**config.mk**
```make
export PLATFORM = sky130hd
export DESIGN_NAME = eight_to_three_encoder
export DESIGN_NICKNAME = d
export VERILOG_FILES = /design/src/rtl/eight_to_three_encoder_pkg.sv /design/src/rtl/eight_to_three_encoder_prio.sv /design/src/rtl/eight_to_three_encoder.sv
export SDC_FILE = /design/constraint.sdc
export NUM_CORES = 1
export LEC_CHECK = 0
export BUFFER_PORTS_ARGS = -buffer_cell sky130_fd_sc_hd__buf_2
export CORE_MARGIN = 1
export CORE_UTILIZATION = 51
export CTS_CLUSTER_DIAMETER = 100
export DETAILED_ROUTE_END_ITERATION = 10
export PLACE_DENSITY = 0.74
export RECOVER_POWER = 50
export SLEW_MARGIN = 20
export SYNTH_ARGS = -nofsm -noshare
export SYNTH_HDL_FRONTEND = slang
export SYNTH_SLANG_ARGS = --single-unit
```
**constraint.sdc**
```tcl
create_clock -name clk -period 2 [get_ports clk]
set_input_delay 0.1 -clock clk [delete_from_list [all_inputs] [get_ports clk]]
set_output_delay 0.1 -clock clk [all_outputs]
set_load 0.05 [all_outputs]
```
**src/rtl/eight_to_three_encoder_pkg.sv**
```systemverilog
// eight_to_three_encoder_pkg: shared widths, FSM states and helpers
// for the sequential 8-to-3 priority encoder.
package eight_to_three_encoder_pkg;

    localparam int REQ_W  = 8;
    localparam int CODE_W = 3;

    typedef enum logic {
        IDLE  = 1'b0,
        GRANT = 1'b1
    } state_t;

    // Re-expand a code to its request line, as the downstream decoder does.
    function automatic logic [REQ_W-1:0] onehot(input logic [CODE_W-1:0] c);
        logic [REQ_W-1:0] v;
        v    = '0;
        v[c] = 1'b1;
        return v;
    endfunction

endpackage

```
**src/rtl/eight_to_three_encoder_prio.sv**
```systemverilog
// eight_to_three_encoder_prio: combinational priority encoder,
// highest set bit wins; found flags a non-empty input.
module eight_to_three_encoder_prio
    import eight_to_three_encoder_pkg::*;
(
    input  logic [REQ_W-1:0]  req,
    output logic [CODE_W-1:0] code,
    output logic              found
);

    // Scan upward so the highest set bit is the last assignment.
    always_comb begin
        code  = '0;
        found = 1'b0;
        for (int i = 0; i < REQ_W; i++) begin
            if (req[i]) begin
                code  = i[CODE_W-1:0];
                found = 1'b1;
            end
        end
    end

endmodule

```
**src/rtl/eight_to_three_encoder.sv**
```systemverilog
// eight_to_three_encoder: sticky pending register, IDLE/GRANT FSM
// and registered Code/Valid with Valid/Ack handshake.
module eight_to_three_encoder
    import eight_to_three_encoder_pkg::*;
(
    input  logic              clk,
    input  logic              reset,
    input  logic              E,
    input  logic [REQ_W-1:0]  Req,
    input  logic              Ack,
    output logic [CODE_W-1:0] Code,
    output logic              Valid,
    output logic [REQ_W-1:0]  Pending
);

    state_t            state;
    logic              served;
    logic [REQ_W-1:0]  clr;
    logic [REQ_W-1:0]  cap;
    logic [REQ_W-1:0]  next;
    logic [CODE_W-1:0] pend_code;
    logic              pend_found;
    logic [CODE_W-1:0] next_code;
    logic              next_found;

    // Handshake terms; next ignores same-edge capture by design.
    always_comb begin
        served = Valid && Ack;
        clr    = served ? onehot(Code) : '0;
        cap    = E ? Req : '0;
        next   = Pending & ~onehot(Code);
    end

    eight_to_three_encoder_prio u_prio_pend (
        .req   (Pending),
        .code  (pend_code),
        .found (pend_found)
    );

    eight_to_three_encoder_prio u_prio_next (
        .req   (next),
        .code  (next_code),
        .found (next_found)
    );

    // Sticky pending: clear the served bit, set wins on collision.
    always_ff @(posedge clk or posedge reset) begin
        if (reset) begin
            Pending <= '0;
        end else begin
            Pending <= (Pending & ~clr) | cap;
        end
    end

    // Grant FSM with registered Code and Valid; no preemption.
    always_ff @(posedge clk or posedge reset) begin
        if (reset) begin
            state <= IDLE;
            Code  <= '0;
            Valid <= 1'b0;
        end else begin
            unique case (state)
                IDLE: begin
                    if (E && pend_found) begin
                        state <= GRANT;
                        Code  <= pend_code;
                        Valid <= 1'b1;
                    end
                end
                GRANT: begin
                    if (Ack) begin
                        if (E && next_found) begin
                            Code <= next_code;
                        end else begin
                            state <= IDLE;
                            Valid <= 1'b0;
                        end
                    end
                end
                default: begin
                    state <= IDLE;
                    Valid <= 1'b0;
                end
            endcase
        end
    end

endmodule

```
# == Yosys cells after proc, flatten, opt, wreduce, memory -nomap -nowiden ==
# Cells that the tools add are included.
# totals
reg_bits,13
in_bits,12
out_inout_bits,12
elab_cells,68
# op_classes
n_lt_le_gt_ge,2
eq_ne,4
muxes,46
bitwise_logic,6
reduce_logical,6
# op_table
cell,n
3-bit two-way mux,11
1-bit two-way mux,25
8-bit bitwise AND,2
8-bit two-way mux,2
8-bit inverter,2
2-bit two-way mux,4
8-bit bitwise OR,1
2-bit != test (second input constant),3
3-bit one-hot mux with 2 select lines,1
3-bit AND reduction,2
1-bit logical AND,4
3-bit by 4-bit less-than comparator with 1-bit output (second input constant),1
1-bit one-hot mux with 2 select lines,2
1-bit demux with 3-bit select,1
3-bit by 1-bit greater-or-equal comparator with 1-bit output (second input constant),1
2-bit by 1-bit != test with 1-bit output (second input constant),1
1-bit inverter,1

# == Depth between registers and ports, before layout ==
# depth
ltp_word,18
depth_mapped,6
depth_no_buf,5

# == Cells and area by module ==
# A second synthesis with hierarchy kept.
# hier_totals
cells_unflattened,78
area_unflattened_um2,744.5
# modules_own_cells
mod,n_inst,cells_each,area_each_um2,seq_area_each_um2
eight_to_three_encoder,1,54,629.4,325.3
eight_to_three_encoder_prio,2,12,57.6,0.0

# == Worst setup path after synthesis ==
# OpenSTA, ideal clock, no wires.
# synth_path
path_type,register -> register
from,register Pending[5]
to,register Code[0]
setup_ns,0.128
t_arrival_ns,1.944
required_time_ns,1.872
setup_slack_ns,-0.071
path_stages_with_launch,6
n_path_buf,0
cell_sequence,dfrtp_1 -> nor2_1 -> or3_4 -> nor4b_4 -> nor3_4 -> mux2_1
# synth_via
elab_chain_len,7
elab_cells_between_ends,22
# synth_rtl
item,line,source
start: declaration,eight_to_three_encoder.sv:13,output logic [REQ_W-1:0] Pending
start signal: assignment,eight_to_three_encoder.sv:51,Pending <= (Pending & ~clr) | cap;
8-bit bitwise AND,eight_to_three_encoder.sv:31,next = Pending & ~onehot(Code);
3-bit two-way mux / 1-bit two-way mux (equally long branches) (3 in a row),eight_to_three_encoder_prio.sv:16,if (req[i]) begin
3-bit two-way mux / 1-bit logical AND (equally long branches),eight_to_three_encoder.sv:72,if (E && next_found) begin
3-bit two-way mux / 2-bit by 1-bit != test with 1-bit output (equally long branches),n/a,
3-bit one-hot mux with 2 select lines / 3-bit AND reduction (equally long branches),n/a,
end signal: assignment,eight_to_three_encoder.sv:66,Code <= pend_code;
end signal: assignment,eight_to_three_encoder.sv:73,Code <= next_code;
end: declaration,eight_to_three_encoder.sv:11,"output logic [CODE_W-1:0] Code,"
# Parallel ways exist; a longest one is shown, timed or not. The select of a mux whose other input is x is not followed.
# A chain may end at the register's enable or synchronous reset.

# == Worst setup path in the final report ==
# layout_path
from,register Code[0]
to,register Code[0]
# layout_via
elab_chain_len,17
elab_cells_between_ends,28
# layout_rtl
item,line,source
3-bit by 4-bit less-than comparator with 1-bit output (not written as such) / 3-bit by 1-bit greater-or-equal comparator with 1-bit output (equally long branches),eight_to_three_encoder_pkg.sv:17,v[c] = 1'b1;
1-bit logical AND (not written as such),eight_to_three_encoder_pkg.sv:17,
1-bit two-way mux (not written as such),eight_to_three_encoder_pkg.sv:17,
1-bit demux with 3-bit select *,eight_to_three_encoder_pkg.sv:17,
8-bit inverter *,eight_to_three_encoder.sv:31,
8-bit bitwise AND *,eight_to_three_encoder.sv:31,
1-bit two-way mux (8 in a row),eight_to_three_encoder_prio.sv:16,
1-bit logical AND,eight_to_three_encoder.sv:72,
2-bit by 1-bit != test with 1-bit output (no source line),n/a,
3-bit AND reduction (no source line),n/a,
# Every way passes the cells marked *; elsewhere a longest branch is shown, timed or not. The select of a mux whose other input is x is not followed.

==> run summary <==
vias after detailed routing: 857
Area contributors post-synth: dfrtp_1 36%, nand2_1 7.9%, o21ai_0 5.6%
power share of the sequential group: 38.6%
Reg clk slew, reported paths: 0.09 ns
Hold WC Path Type: primary input to register
clock share of power: 15.5%
slowest stage delay, CP: 0.47 ns
reg2reg end: Code[0]
R2R depth: 5
initial antenna violation count: 0
most common flop cell mapped by yosys: dfrtp_1
global-route wire length before repair: 3.284 mm
# DRC: 0
H-Tree Depth: 1
EDFF count, synth: 0
initial drt markers: 33
WL/cell: 13.26 um
post-synth net total: 116
max-slew violations: 0
dpl cell area: 1028 um^2
r2r startpoint: Code[0]
vias in the first global route: 757
Worst Setup SP: Code[0]
final net count: 145
Synth Register Bits: 13
Routed Antenna Nets: 0
Die Ht: 43.97 um
layout cells sized above 1: 27.27%
WP buf/inv: 0
Clock Tree Root: clkbuf_4
post-route setup TNS: 0 ns
maximum vdd drop: 0.5729 mV
Worst setup EP type: register
ANT cells: 0
Post-CTS Setup Bufs: 0
Synth top area share: 36.21%
crit-path max FO: 9
fin crit share: 94.28%
P_sw: 0.0005128 W
CP endpoint: Code[0]
area leader, netlist: dfrtp_1
sequential element share of the synthesized area: 36.21%
combined area of the multi-input logic cells: 501.7 um^2
Top delay family on crit path: simple AND/OR/NAND/NOR gates
flop2flop setup slack: 0.11 ns
CTS tree: yes
sequence of cells on the critical path: nor4bb_1 -> or3_4 -> nor4b_4 -> nor3_4 -> mux2_1
Slew headroom: 60.41%
sequential cell area: 331.6 um^2
crit path launch type: register
Initial Util: 56.98%
placed insts: 143
critical-path cell with the highest stage delay: dfrtp_2
Leak Pwr: 0.4535 nW
fill count: 144
Total Wirelength: 1.963 mm
# hold bufs at CTS: 1
Post-Synthesis Cells: 104
Layout Skew: 0.005712 ns
final std cells w/o fill: 148
GPL Wtd Cong: 0.8137
final instance area: 1059 um^2
Pint: 0.0005672 W
Max Fclk: 0.5304 GHz
Hold Vio Cnt, Final: 0
YS warnings: 0
Worst-Margin Slew: 0.5965 ns
clock sinks: 13
Worst EP required: 2.16 ns
largest net degree at the start of global routing: 14
CTS buffer count: 3
MaxCap Viol Count: 0
Comb power frac: 45.9%
Post-Syn Area: 898.4 um^2
Final min period: 1.886 ns
worst skew pair latency: 0.28 ns
clock buffer depth: 2
RSZ-0062 raised after global routing: false
Syn-to-layout area delta: 17.83%
GRT Total Usage: 23.14%
I/O pin cnt: 24
Die X: 43.97 um
# resized after CTS: 0
row cnt: 14
Die Area: 1933 um^2
Avg Cell Area, Syn: 8.638 um^2
pwr/cell area: 1020 nW/um^2
GRT overflow: 0
Via-to-Cell Ratio: 5.791
Distinct cells, synth: 32
status: finished, final reports clean
IO Port Bufs: 23
Hold Slack: 0.007763 ns
core area: 1577 um^2
Switching Fraction: 47.48%
WP depth: 5
WS Path Type: register to register
HPWL Detailed: 1.489 mm
First-pass DRT Iterations: 6
Arr. time, crit path: 2.05 ns
Setup violations, final: 0
Post-synth ARST share: 100.0%
state kept, by name, summed over array words and instances, names as in the netlist:
register  count
state         1
Code          3
Valid         1
Pending       8
cell type report:
type / instances / area share [%]
multi-input combinational: 80 / 47.40
sequential: 13 / 31.32
clock inverter: 1 / 0.4728
timing repair buffer: 29 / 14.66
inverter: 6 / 2.128
tap: 16 / 1.891
clock buffer: 3 / 2.128
cell families (layout without fill, tap and decap cells):
| family | count (synthesis) | count (layout) | share of synthesized area, % |
|---|---|---|---|
| flip-flops | 13 | 13 | 36.21 |
| AND/OR/NAND/NOR | 42 | 42 | 26.19 |
| multiplexers | 7 | 7 | 8.217 |
| AO/OA/AOI/OAI | 31 | 31 | 21.45 |
| buffers and inverters | 11 | 39 | 7.938 |
worst min-delay path by stage:
| stage | startpoint | to | cells past startpoint |
|---|---|---|---|
| finish | Req[2] | Pending[2] | 3 |
| global route | Req[6] | Pending[6] | 3 |
| CTS | Req[5] | Pending[5] | 3 |
| detailed placement | reset | state | 2 |
| global placement | reset | state | 2 |
| floorplan | reset | Pending[0] | 1 |
cells in the mapped netlist (2+ instances only):
library cell   n
a21oi_1        9
nand3_1        2
a211oi_1       2
mux2i_1        4
dfrtp_1       13
o31ai_1        2
buf_6          4
inv_1          6
a31oi_1        2
mux2_1         3
nor2_1         8
nand2_1       19
nand2b_1       2
o21ai_0       10
stage by stage:
stage	utilization (%)	total power [W]	worst slack (ns)
floorplan	-	0.0008134	0.07832
global placement	65.24	0.0009092	0.1623
detailed placement	65.24	0.0009177	0.1336
CTS	67.62	0.001086	0.1194
global route	67.14	0.001146	0.03782
finish	67.14	0.001080	0.1145
routing by layer:
metal	share of wire, %	vias to the layer above	GRT usage (%)	wire, um
met5	0	-	0	0
met4	1.0	0	9.091	20
met3	4.4	2	2.500	86
met2	47	27	36.72	923
met1	48	396	32.45	933
li1	-	432	-	-
cells in the final DEF, fill, tap and decap left out, types with 2 or more instances in the layout:
master / synthesis / layout
inv_1: 6 / 6
a211oi_1: 2 / 2
mux2i_1: 4 / 4
nor2_1: 8 / 8
buf_2: 0 / 17
nand2b_1: 2 / 2
o31ai_1: 2 / 2
nand3_1: 2 / 2
mux2_1: 3 / 3
dfrtp_1: 13 / 8
buf_4: 0 / 5
a31oi_1: 2 / 2
dfrtp_2: 0 / 5
o21ai_0: 10 / 10
a21oi_1: 9 / 9
nand2_1: 19 / 19
clkbuf_1: 1 / 6
clkbuf_4: 0 / 3
power by group through the flow:
stage	clock, W	sequential [W]	combinational, W
detailed placement	0	0.000420	0.000498
finish	0.000167	0.000417	0.000496
global route	0.000178	0.000430	0.000539
CTS	0.000171	0.000415	0.000500
floorplan	0	0.000535	0.000278
global placement	0	0.000417	0.000493
worst reg2reg max path: cells and delay by family, from the launching register on:
kind	cells	cell delay, ns
multiplexers	1	0.34
AND/OR/NAND/NOR	4	0.97
flip-flops	1	0.47
Power figures use the tool's default switching activity.
